**src/rtl/sprite_fetch_arbiter.sv**
```systemverilog
`default_nettype none
// ============================================================================
// Module   : sprite_fetch_arbiter
// Purpose  : Round-robin sharing of the fret-sprite BRAM read port among the
//            string renderers, with index-tagged read return.
// Options  : SPRITE_ARB_STATS_EN enables the contention counter on o_stall_count.
// Revision : 1.0 - initial release
// ============================================================================
module sprite_fetch_arbiter #(
    parameter int NUM_REQ     = 6,
    parameter int NUM_SPRITES = 18,
    parameter int ROM_LAT     = 1
) (
    input  logic                   i_clk65,
    input  logic                   i_reset,
    input  logic                   i_hold,
    input  logic [NUM_REQ-1:0]     i_req,
    input  logic [10*NUM_REQ-1:0]  i_req_addr,
    input  logic [5*NUM_REQ-1:0]   i_req_sel,
    output logic [NUM_REQ-1:0]     o_grant,
    output logic                   o_rom_en,
    output logic [9:0]             o_rom_addr,
    output logic [4:0]             o_rom_sel,
    input  logic [12:0]            i_rom_data,
    output logic [12:0]            o_rd_data,
    output logic [NUM_REQ-1:0]     o_rd_valid,
    output logic [15:0]            o_stall_count
);

    localparam int PW = (NUM_REQ > 1) ? $clog2(NUM_REQ) : 1;

    logic [NUM_REQ-1:0] r_grant;
    logic               r_rom_en;
    logic [9:0]         r_rom_addr;
    logic [4:0]         r_rom_sel;
    logic [PW-1:0]      r_ptr;
    logic [NUM_REQ-1:0] r_tag [ROM_LAT];
    logic [ROM_LAT-1:0] r_bad;
    logic [12:0]        r_rd_data;
    logic [NUM_REQ-1:0] r_rd_valid;

    logic [NUM_REQ-1:0] w_elig;
    logic [NUM_REQ-1:0] w_onehot;
    logic               w_found;
    logic               w_issue;
    int                 w_hi;
    int                 w_lo;
    logic               w_hi_found;
    int                 w_win;
    logic [9:0]         w_addr;
    logic [4:0]         w_sel;
    logic [PW-1:0]      w_ptr_next;
    logic               w_cur_bad;

    // The requester currently holding grant is masked to prevent a double grant.
    always_comb begin
        w_elig     = i_req & ~r_grant;
        w_hi       = 0;
        w_lo       = 0;
        w_hi_found = 1'b0;
        for (int i = NUM_REQ - 1; i >= 0; i--) begin
            if (w_elig[i]) begin
                if (i >= int'(r_ptr)) begin
                    w_hi_found = 1'b1;
                    w_hi       = i;
                end else begin
                    w_lo = i;
                end
            end
        end
        w_win   = w_hi_found ? w_hi : w_lo;
        w_found = |w_elig;
        w_issue = w_found & ~i_hold;
    end

    always_comb begin
        w_onehot = '0;
        w_addr   = '0;
        w_sel    = '0;
        for (int i = 0; i < NUM_REQ; i++) begin
            if (w_issue && (w_win == i)) begin
                w_onehot[i] = 1'b1;
                w_addr      = i_req_addr[i*10 +: 10];
                w_sel       = i_req_sel[i*5 +: 5];
            end
        end
        w_ptr_next = (w_win + 1 >= NUM_REQ) ? '0 : PW'(w_win + 1);
        w_cur_bad  = int'(r_rom_sel) >= NUM_SPRITES;
    end

    always_ff @(posedge i_clk65) begin
        if (!i_reset) begin
            r_grant    <= '0;
            r_rom_en   <= 1'b0;
            r_rom_addr <= '0;
            r_rom_sel  <= '0;
            r_ptr      <= '0;
        end else begin
            r_grant  <= w_onehot;
            r_rom_en <= w_issue;
            if (w_issue) begin
                r_rom_addr <= w_addr;
                r_rom_sel  <= w_sel;
                r_ptr      <= w_ptr_next;
            end
        end
    end

    // Tag stage 0 is loaded one cycle after the grant so the last stage lines
    // up with the cycle in which rom_data is valid.
    always_ff @(posedge i_clk65) begin
        if (!i_reset) begin
            for (int i = 0; i < ROM_LAT; i++) begin
                r_tag[i] <= '0;
            end
            r_bad      <= '0;
            r_rd_data  <= '0;
            r_rd_valid <= '0;
        end else begin
            r_tag[0] <= r_grant;
            r_bad[0] <= w_cur_bad;
            for (int i = 1; i < ROM_LAT; i++) begin
                r_tag[i] <= r_tag[i-1];
                r_bad[i] <= r_bad[i-1];
            end
            r_rd_valid <= r_tag[ROM_LAT-1];
            if (|r_tag[ROM_LAT-1]) begin
                r_rd_data <= r_bad[ROM_LAT-1] ? 13'h0000 : i_rom_data;
            end
        end
    end

`ifdef SPRITE_ARB_STATS_EN
    logic [15:0] r_stall;
    int          w_cnt;
    logic [16:0] w_stall_sum;

    // A hold-stall with several eligible requesters counts under both rules.
    always_comb begin
        w_cnt = 0;
        for (int i = 0; i < NUM_REQ; i++) begin
            w_cnt = w_cnt + int'(w_elig[i]);
        end
        w_stall_sum = {1'b0, r_stall}
                    + {16'h0000, (w_found & ~w_issue)}
                    + {16'h0000, (w_cnt > 1)};
    end

    always_ff @(posedge i_clk65) begin
        if (!i_reset) begin
            r_stall <= '0;
        end else begin
            r_stall <= w_stall_sum[16] ? 16'hFFFF : w_stall_sum[15:0];
        end
    end

    assign o_stall_count = r_stall;
`else
    assign o_stall_count = 16'h0000;
`endif

    assign o_grant    = r_grant;
    assign o_rom_en   = r_rom_en;
    assign o_rom_addr = r_rom_addr;
    assign o_rom_sel  = r_rom_sel;
    assign o_rd_data  = r_rd_data;
    assign o_rd_valid = r_rd_valid;

endmodule
`default_nettype wire

```
**config.mk**
```make
export PLATFORM = sky130hd
export DESIGN_NAME = sprite_fetch_arbiter
export DESIGN_NICKNAME = d
export VERILOG_FILES = /design/src/rtl/sprite_fetch_arbiter.sv
export SDC_FILE = /design/constraint.sdc
export NUM_CORES = 1
export LEC_CHECK = 0
export BUFFER_PORTS_ARGS = -buffer_cell sky130_fd_sc_hd__buf_2
export CORE_ASPECT_RATIO = 0.7
export CORE_MARGIN = 10
export CORE_UTILIZATION = 40
export DETAILED_ROUTE_END_ITERATION = 10
export PLACE_DENSITY = 0.72
export SLEW_MARGIN = 20
export SYNTH_ARGS = -nofsm -noshare
export SYNTH_HDL_FRONTEND = slang
export SYNTH_SLANG_ARGS = --single-unit
```
**constraint.sdc**
```tcl
create_clock -name i_clk65 -period 4.11 [get_ports i_clk65]
set_clock_uncertainty 0.05 [all_clocks]
set_input_delay 0.411 -clock i_clk65 [delete_from_list [all_inputs] [get_ports i_clk65]]
set_output_delay 0.411 -clock i_clk65 [all_outputs]
set_load 0.1 [all_outputs]
```
### Yosys cells after proc, flatten, opt, wreduce, memory -nomap -nowiden

Memories as Yosys holds them, arrays and structs flattened.
Cells that the tools add are included.

| word-level totals | value |
|---|---|
| memory bits (writable) | 6 |
| input port bits | 112 |
| memories kept | 1 |
| register bits after elaboration | 45 |

| operators by class | value |
|---|---|
| reductions and logical operators | 10 |
| add/sub/neg operators | 1 |
| bitwise operators | 4 |
| equal/unequal tests | 5 |
| order comparisons | 8 |
| multiplexer cells | 61 |

Memory list:

| name | words | width | read ports | clocked after memory_dff | wr ports | RTL line | text |
|---|---|---|---|---|---|---|---|
| r_tag | 1 | 6 | 1 | 0 | 1 | 37 | `logic [NUM_REQ-1:0] r_tag [ROM_LAT];` |

Operator list:

| kind | count |
|---|---|
| 32-bit 2-to-1 mux | 21 |
| 32-bit by 3-bit equality test with 1-bit output, second input constant | 2 |
| 32-bit by 4-bit equality test with 1-bit output, second input constant | 2 |
| 10-bit 2-to-1 mux | 6 |
| 32-bit by 2-bit adder with 32-bit output, second input constant | 1 |
| 32-bit by 2-bit equality test with 1-bit output, second input constant | 1 |
| 32-bit by 4-bit >= comparator with 1-bit output, second input constant | 1 |
| 32-bit zero test | 1 |
| 5-bit 2-to-1 mux | 6 |
| 1-bit 2-to-1 mux | 21 |
| 6-bit OR reduction | 3 |
| 3-bit 2-to-1 mux | 5 |
| 13-bit 2-to-1 mux | 1 |
| 6-bit AND | 1 |
| 1-bit by 3-bit >= comparator with 1-bit output, first input constant | 2 |
| 2-bit by 3-bit >= comparator with 1-bit output, first input constant | 2 |
| 3-bit >= comparator, first input constant | 2 |
| 1-bit logical AND | 6 |
| 6-bit 2-to-1 mux | 1 |
| 6-bit inverter | 1 |
| 5-bit >= comparator, second input constant | 1 |
| 1-bit AND | 1 |
| 1-bit inverter | 1 |

### Depth between registers and ports, before layout

| logic depth | value |
|---|---|
| depth after elaboration | 22 |
| mapped depth | 15 |
| gate-level depth less buffers | 14 |

### Worst setup path after synthesis

OpenSTA, ideal clock, no wires.

| path | value |
|---|---|
| path type | register -> register |
| start point | reg r_grant[0] (netlist: o_grant[0]) |
| end point | reg r_rom_sel[1] (netlist: o_rom_sel[1]) |
| arrival time | 3.395 ns |
| data required time | 3.927 ns |
| path slack | 0.532 ns |
| buffers on the path | 1 |
| setup time | 0.133 ns |
| stages on the path, launching flop included | 15 |
| clock period less this slack | 3.578 ns |
| path through | dfxtp_1 -> nor2b_1 -> a2111oi_2 -> o221ai_1 -> a22oi_1 -> o21a_1 -> inv_1 -> ha_1 -> inv_1 -> nor2_1 -> clkbuf_1 -> a22oi_1 -> nor3_1 -> a21oi_1 -> o221ai_2 |

| on the way | value |
|---|---|
| word-level cells in the longest chain between the ends | 12 |
| elaborated cells between the ends (all ways) | 26 |
| classes of those cells | eq/ne: 5; mux: 10; bitwise: 3; reduce/logical: 8 |

RTL lines:

| what | RTL line | text |
|---|---|---|
| from (decl) | 32 | `logic [NUM_REQ-1:0] r_grant;` |
| from (signal assigned) | 99 | `r_grant <= w_onehot;` |
| 6-bit inverter * | 57 | `w_elig = i_req & ~r_grant;` |
| 6-bit AND * | 57 |  |
| 32-bit 2-to-1 mux / 1-bit 2-to-1 mux (equally long branches) | 62 | `if (w_elig[i]) begin` |
| 32-bit 2-to-1 mux | 71 | `w_win = w_hi_found ? w_hi : w_lo;` |
| 32-bit zero test | 81 | `if (w_issue && (w_win == i)) begin` |
| 1-bit logical AND | 81 |  |
| 5-bit 2-to-1 mux (6 in a row) | 81 |  |
| to (signal assigned) | 103 | `r_rom_sel <= w_sel;` |
| to (decl) | 35 | `logic [4:0] r_rom_sel;` |

Mark *: on every way between the ends. The rest lies on a longest branch, timed or not.
A chain may end at the register's enable or synchronous reset.

### Worst setup path in the final report

| path | value |
|---|---|
| start point | reg r_ptr[2] |
| end point | reg r_rom_sel[4] (netlist: o_rom_sel[4]) |

| on the way | value |
|---|---|
| word-level cells in the longest chain between the ends | 22 |
| elaborated cells between the ends (all ways) | 61 |
| classes of those cells | order compare: 6; eq/ne: 5; mux: 43; reduce/logical: 7 |

RTL lines:

| what | RTL line | text |
|---|---|---|
| from (decl) | 36 | `logic [PW-1:0] r_ptr;` |
| from (signal assigned) | 104 | `r_ptr <= w_ptr_next;` |
| 3-bit >= comparator | 63 | `if (i >= int'(r_ptr)) begin` |
| 3-bit 2-to-1 mux / 1-bit 2-to-1 mux (equally long branches) | 63 |  |
| 3-bit 2-to-1 mux / 1-bit 2-to-1 mux (equally long branches) | 62 |  |
| 32-bit 2-to-1 mux / 1-bit 2-to-1 mux (equally long branches) | 63 |  |
| 32-bit 2-to-1 mux / 1-bit 2-to-1 mux (equally long branches) | 62 |  |
| 32-bit 2-to-1 mux / 1-bit 2-to-1 mux (equally long branches) | 63 |  |
| 32-bit 2-to-1 mux / 1-bit 2-to-1 mux (equally long branches) | 62 |  |
| 32-bit 2-to-1 mux / 1-bit 2-to-1 mux (equally long branches) | 63 |  |
| [2 not listed] | n/a |  |
| 32-bit 2-to-1 mux / 1-bit 2-to-1 mux (equally long branches) | 62 |  |
| 32-bit 2-to-1 mux / 1-bit 2-to-1 mux (equally long branches) | 63 |  |
| 32-bit 2-to-1 mux / 1-bit 2-to-1 mux (equally long branches) | 62 |  |
| 32-bit 2-to-1 mux * | 71 |  |
| 32-bit zero test | 81 |  |
| 1-bit logical AND | 81 |  |
| 5-bit 2-to-1 mux (5 in a row) | 81 |  |
| 5-bit 2-to-1 mux * | 81 |  |

Marks and branches as above.

==> qor.log <==
qor: worst_setup_path.r2r_cells 14
qor: sta.post-route-period-util 0.873
qor: yosys.number_of_register_bits_inferred_by_synthesis 51
qor: min_path.hold_class in2reg
qor: job.maxCapViolCount 0
qor: power_and_ir_drop.p_seq_frac 0.293
qor: global_route.grt_max_degree 35
qor: power_and_ir_drop.power_leakage 1.82 nW
qor: route.antenna_violating_nets_post_route 0
qor: power_and_ir_drop.powerDensity 528 nW/um2
qor: sta.fin_crit 3.59 ns
qor: yosys.synth_ff_type sky130_fd_sc_hd__dfxtp_1
qor: global_route.grt.met2_usage 0.299
qor: floorplan.top_level_ports 169
qor: yosys.async_s_r_ff_share_synth 0
qor: cells_and_area.num_antenna_cells 0
qor: yosys.post_synth_main_area_contributors sky130_fd_sc_hd__dfxtp_1 34%, sky130_fd_sc_hd__a22oi_1 6.9%, sky130_fd_sc_hd__a21oi_1 6.6%, sky130_fd_sc_hd__mux2i_1 4.9%, sky130_fd_sc_hd__o221ai_2 4.9%
qor: placement.dp_hpwl 8980 um
qor: worst_setup_path.critical_path_peak_fanout 16
qor: cells_and_area.final_cells 592
qor: global_route.met1_usage 0.210
qor: yosys.yosys_warnings 0
qor: route.detailedRoute.firstPassIterationCount 5
qor: cts.cts-buffers-inserted 5
qor: floorplan.core_area 7350 um2
qor: global_route.remaining_global_route_overflow 0
qor: sta.hold_violations 0
qor: floorplan.initial_core_util 0.414
qor: global_route.grt_usage 0.180
qor: sta.finalMaxSlewViolations 0
qor: sta.fin_tns_setup 0 ns
qor: yosys.synthesis.area 3050 um2
qor: placement.place_congestion 0.850
qor: power_and_ir_drop.share_clk_of_total_power 0.175
qor: power_and_ir_drop.total_switching_power 1.05 mW
qor: cts.post_cts.resized_instances 0
qor: placement.pre_cts_ws 0.592 ns
qor: yosys.syn_inst 348
qor: worst_setup_path.critical_path_required 4.23 ns
qor: cts.clockBufferDepth 2
qor: route.drc 0
qor: min_path.worst_hold_path.num_cells 3
qor: worst_setup_path.critical_path.endpoint_type flop
qor: yosys.synth.top_cell.area_share 0.335
qor: cts.clock_sink_count 51
qor: worst_setup_path.worst-setup-path-type reg2reg
qor: route.drt-initial-drc-count 237
qor: yosys.synthDominantAreaCellType sky130_fd_sc_hd__dfxtp_1
qor: cells_and_area.nNetsFinal 611
qor: yosys.synth-seq-area-share 0.335
qor: placement.postPlaceCellArea 3860 um2
qor: cells_and_area.syn_to_final_growth 30.6%
qor: cts.tritoncts yes
qor: floorplan.floorplan.die_area 11600 um2
qor: route.drt_wl_total 11100 um
qor: worst_setup_path.critPathArrivalTime 3.71 ns
qor: global_route.globalRouteMet3Util 0.0857
qor: cells_and_area.drive_above_1_share 0.385
qor: floorplan.floorplan.die.width 124 um
qor: yosys.synth_edf_count 0
qor: cts.clock_insertion_delay_worst_skew 0.30 ns
qor: yosys.synthesis.area_per_instance 8.75 um2
qor: sta.clock.fmax 0.279 GHz
qor: yosys.yosysUniqueCellTypes 50
qor: sta.layout_setup_ws 0.524 ns
qor: sta.slew-limit-headroom 0.445
qor: global_route.globalRoute.busiestLayer met2
qor: outcome.run_status finished clean
qor: worst_setup_path.worst_setup_path_start_kind flop
qor: cells_and_area.layout.filler_cells 740
qor: route.routed_length_per_instance 18.8 um
qor: power_and_ir_drop.combinational_power_share 0.532
qor: route.drt-vias-per-instance 5.34
qor: floorplan.floorplan_die_height 93.0 um
qor: cts.postCtsHoldBufs 0
qor: sta.setup_repair_after_global_routing_missed_its_margin false
qor: floorplan.floorplan.rows 26
qor: cts.clock_tree.htree_level_count 2
qor: cts.clk_transition_reported_paths 0.10 ns
qor: sta.max_slew.worst_pin.slew 0.832 ns
qor: cts.cts_setup_buffers 0
qor: global_route.grt_antenna_before_repair 0
qor: power_and_ir_drop.net_switching_share_of_the_total_power 0.502
qor: cells_and_area.final_cell_area 3980 um2
qor: power_and_ir_drop.internal_power 1.05 mW
qor: sta.report.final.setup_viol 0
qor: placement.numPortBuffers 152
qor: global_route.wire_length_of_the_first_global_routing_pass 17600 um
qor: cts.root_buffer sky130_fd_sc_hd__clkbuf_8
qor: global_route.vias_in_the_first_global_route 3398
qor: route.vias 3163
qor: placement.placed_cells 584
qor: power_and_ir_drop.worst_ir_drop_vdd 0.000306 V
[synthesized netlist by cell type (10+ instances only)]
cell type and n:
sky130_fd_sc_hd__clkbuf_1 19, sky130_fd_sc_hd__and3_1 18, sky130_fd_sc_hd__nor2b_1 21, sky130_fd_sc_hd__mux2i_1 15
sky130_fd_sc_hd__nor3b_1 13, sky130_fd_sc_hd__a21oi_1 40, sky130_fd_sc_hd__a22oi_1 28, sky130_fd_sc_hd__dfxtp_1 51
sky130_fd_sc_hd__nor3_1 20, sky130_fd_sc_hd__and2_1 12, sky130_fd_sc_hd__o221ai_2 10, sky130_fd_sc_hd__buf_4 16
[registers in the layout, indices dropped and copies added, names as in the netlist]
register	flops
o_rd_valid	6
r_bad	1
o_rom_sel	5
r_ptr	3
r_tag	6
o_grant	6
o_rd_data	13
o_rom_addr	10
o_rom_en	1
[worst paths after layout]
| kind | endpoint | start | slack (ns) |
|---|---|---|---|
| worst max register to register | o_rom_sel[4]$_SDFFE_PN0P_ | r_ptr[2]$_SDFFE_PN0P_ | 0.52 |
| worst min register to register | o_rd_valid[5]$_SDFF_PN0_ | r_tag[0][5]$_SDFF_PN0_ | 0.41 |
| worst min-delay path | o_rom_addr[0]$_SDFFE_PN0P_ | i_req_addr[50] | 0.30 |
| worst max-delay path | o_rom_sel[4]$_SDFFE_PN0P_ | r_ptr[2]$_SDFFE_PN0P_ | 0.52 |
[routing by layer]
layer | wire length, um | share of wire
met2 | 5010 | 0.45
met1 | 4660 | 0.42
met5 | 0 | 0
met3 | 1360 | 0.12
met4 | 90 | 0.0081
[cell usage in the layout (no fill, tap or decap), types with 2 or more instances in the layout]
cell | netlist | final
sky130_fd_sc_hd__buf_2 | 2 | 152
sky130_fd_sc_hd__nand3_1 | 2 | 2
sky130_fd_sc_hd__a21oi_1 | 40 | 40
sky130_fd_sc_hd__o21ai_0 | 4 | 4
sky130_fd_sc_hd__buf_4 | 16 | 9
sky130_fd_sc_hd__clkbuf_8 | 0 | 6
sky130_fd_sc_hd__a22oi_1 | 28 | 28
sky130_fd_sc_hd__a41o_1 | 2 | 2
sky130_fd_sc_hd__ha_1 | 6 | 6
sky130_fd_sc_hd__o221ai_2 | 10 | 10
sky130_fd_sc_hd__nor3_1 | 20 | 19
sky130_fd_sc_hd__a211oi_2 | 2 | 2
sky130_fd_sc_hd__mux2i_1 | 15 | 15
sky130_fd_sc_hd__dfxtp_1 | 51 | 51
sky130_fd_sc_hd__a21o_1 | 2 | 2
sky130_fd_sc_hd__nor3b_1 | 13 | 13
sky130_fd_sc_hd__o21ai_1 | 3 | 3
sky130_fd_sc_hd__o22ai_1 | 2 | 2
sky130_fd_sc_hd__nand2b_1 | 6 | 6
sky130_fd_sc_hd__or4_1 | 2 | 2
sky130_fd_sc_hd__and3_1 | 18 | 18
sky130_fd_sc_hd__and2_1 | 12 | 12
sky130_fd_sc_hd__nor2b_1 | 21 | 21
sky130_fd_sc_hd__o221ai_1 | 5 | 5
sky130_fd_sc_hd__conb_1 | 1 | 16
sky130_fd_sc_hd__inv_1 | 6 | 6
sky130_fd_sc_hd__nor2_1 | 8 | 8
sky130_fd_sc_hd__nand2_1 | 8 | 8
[metrics by stage]
step	hold WS (ns)	power (mW)	utilization
2_1_floorplan	0.370	1.50	-
3_3_place_gp	0.384	1.72	0.525
3_5_place_dp	0.386	1.74	0.525
4_1_cts	0.291	2.11	0.541
5_1_grt	0.298	2.22	0.541
6_report	0.301	2.10	0.541
[critical path, stage by stage (launching register included)]
cell	delay, ns
sky130_fd_sc_hd__dfxtp_1	0.67
sky130_fd_sc_hd__inv_1	0.16
sky130_fd_sc_hd__or4_1	0.56
sky130_fd_sc_hd__a21oi_1	0.16
sky130_fd_sc_hd__a2111oi_0	0.10
sky130_fd_sc_hd__buf_4	0.17
sky130_fd_sc_hd__or2_2	0.31
sky130_fd_sc_hd__ha_1	0.26
sky130_fd_sc_hd__inv_1	0.18
sky130_fd_sc_hd__nor2_1	0.07
sky130_fd_sc_hd__buf_4	0.19
sky130_fd_sc_hd__a221oi_1	0.25
sky130_fd_sc_hd__o31ai_1	0.11
sky130_fd_sc_hd__mux2i_1	0.14
sky130_fd_sc_hd__o21ai_0	0.08
[cells by family after synthesis]
kind of cell / synth area share
AO/OA/AOI/OAI: 0.287
adder cells (fa/ha/maj): 0.0246
buffers and inverters: 0.0821
flip-flops: 0.335
multiplexers: 0.0493
other: 0.00123
AND/OR/NAND/NOR: 0.221
[layout make-up]
type,instances,area (um2),area share
clock buffer,6,82.6,0.0207
clock inverter,2,38.8,0.00975
inverter,7,26.3,0.00660
multi-input combinational,266,1840,0.462
sequential,51,1020,0.257
tap,98,123,0.0308
timing repair buffer,162,848,0.213
[power by group through the flow]
stage / Clock (mW) / Sequential [mW] / Combinational, mW
after global routing: 0.402 / 0.623 / 1.20
after CTS: 0.379 / 0.615 / 1.11
after detailed placement: 0 / 0.625 / 1.11
after global placement: 0 / 0.626 / 1.09
after floorplan: 0 / 0.968 / 0.533
final: 0.367 / 0.616 / 1.12
Power figures use the tool's default switching activity.
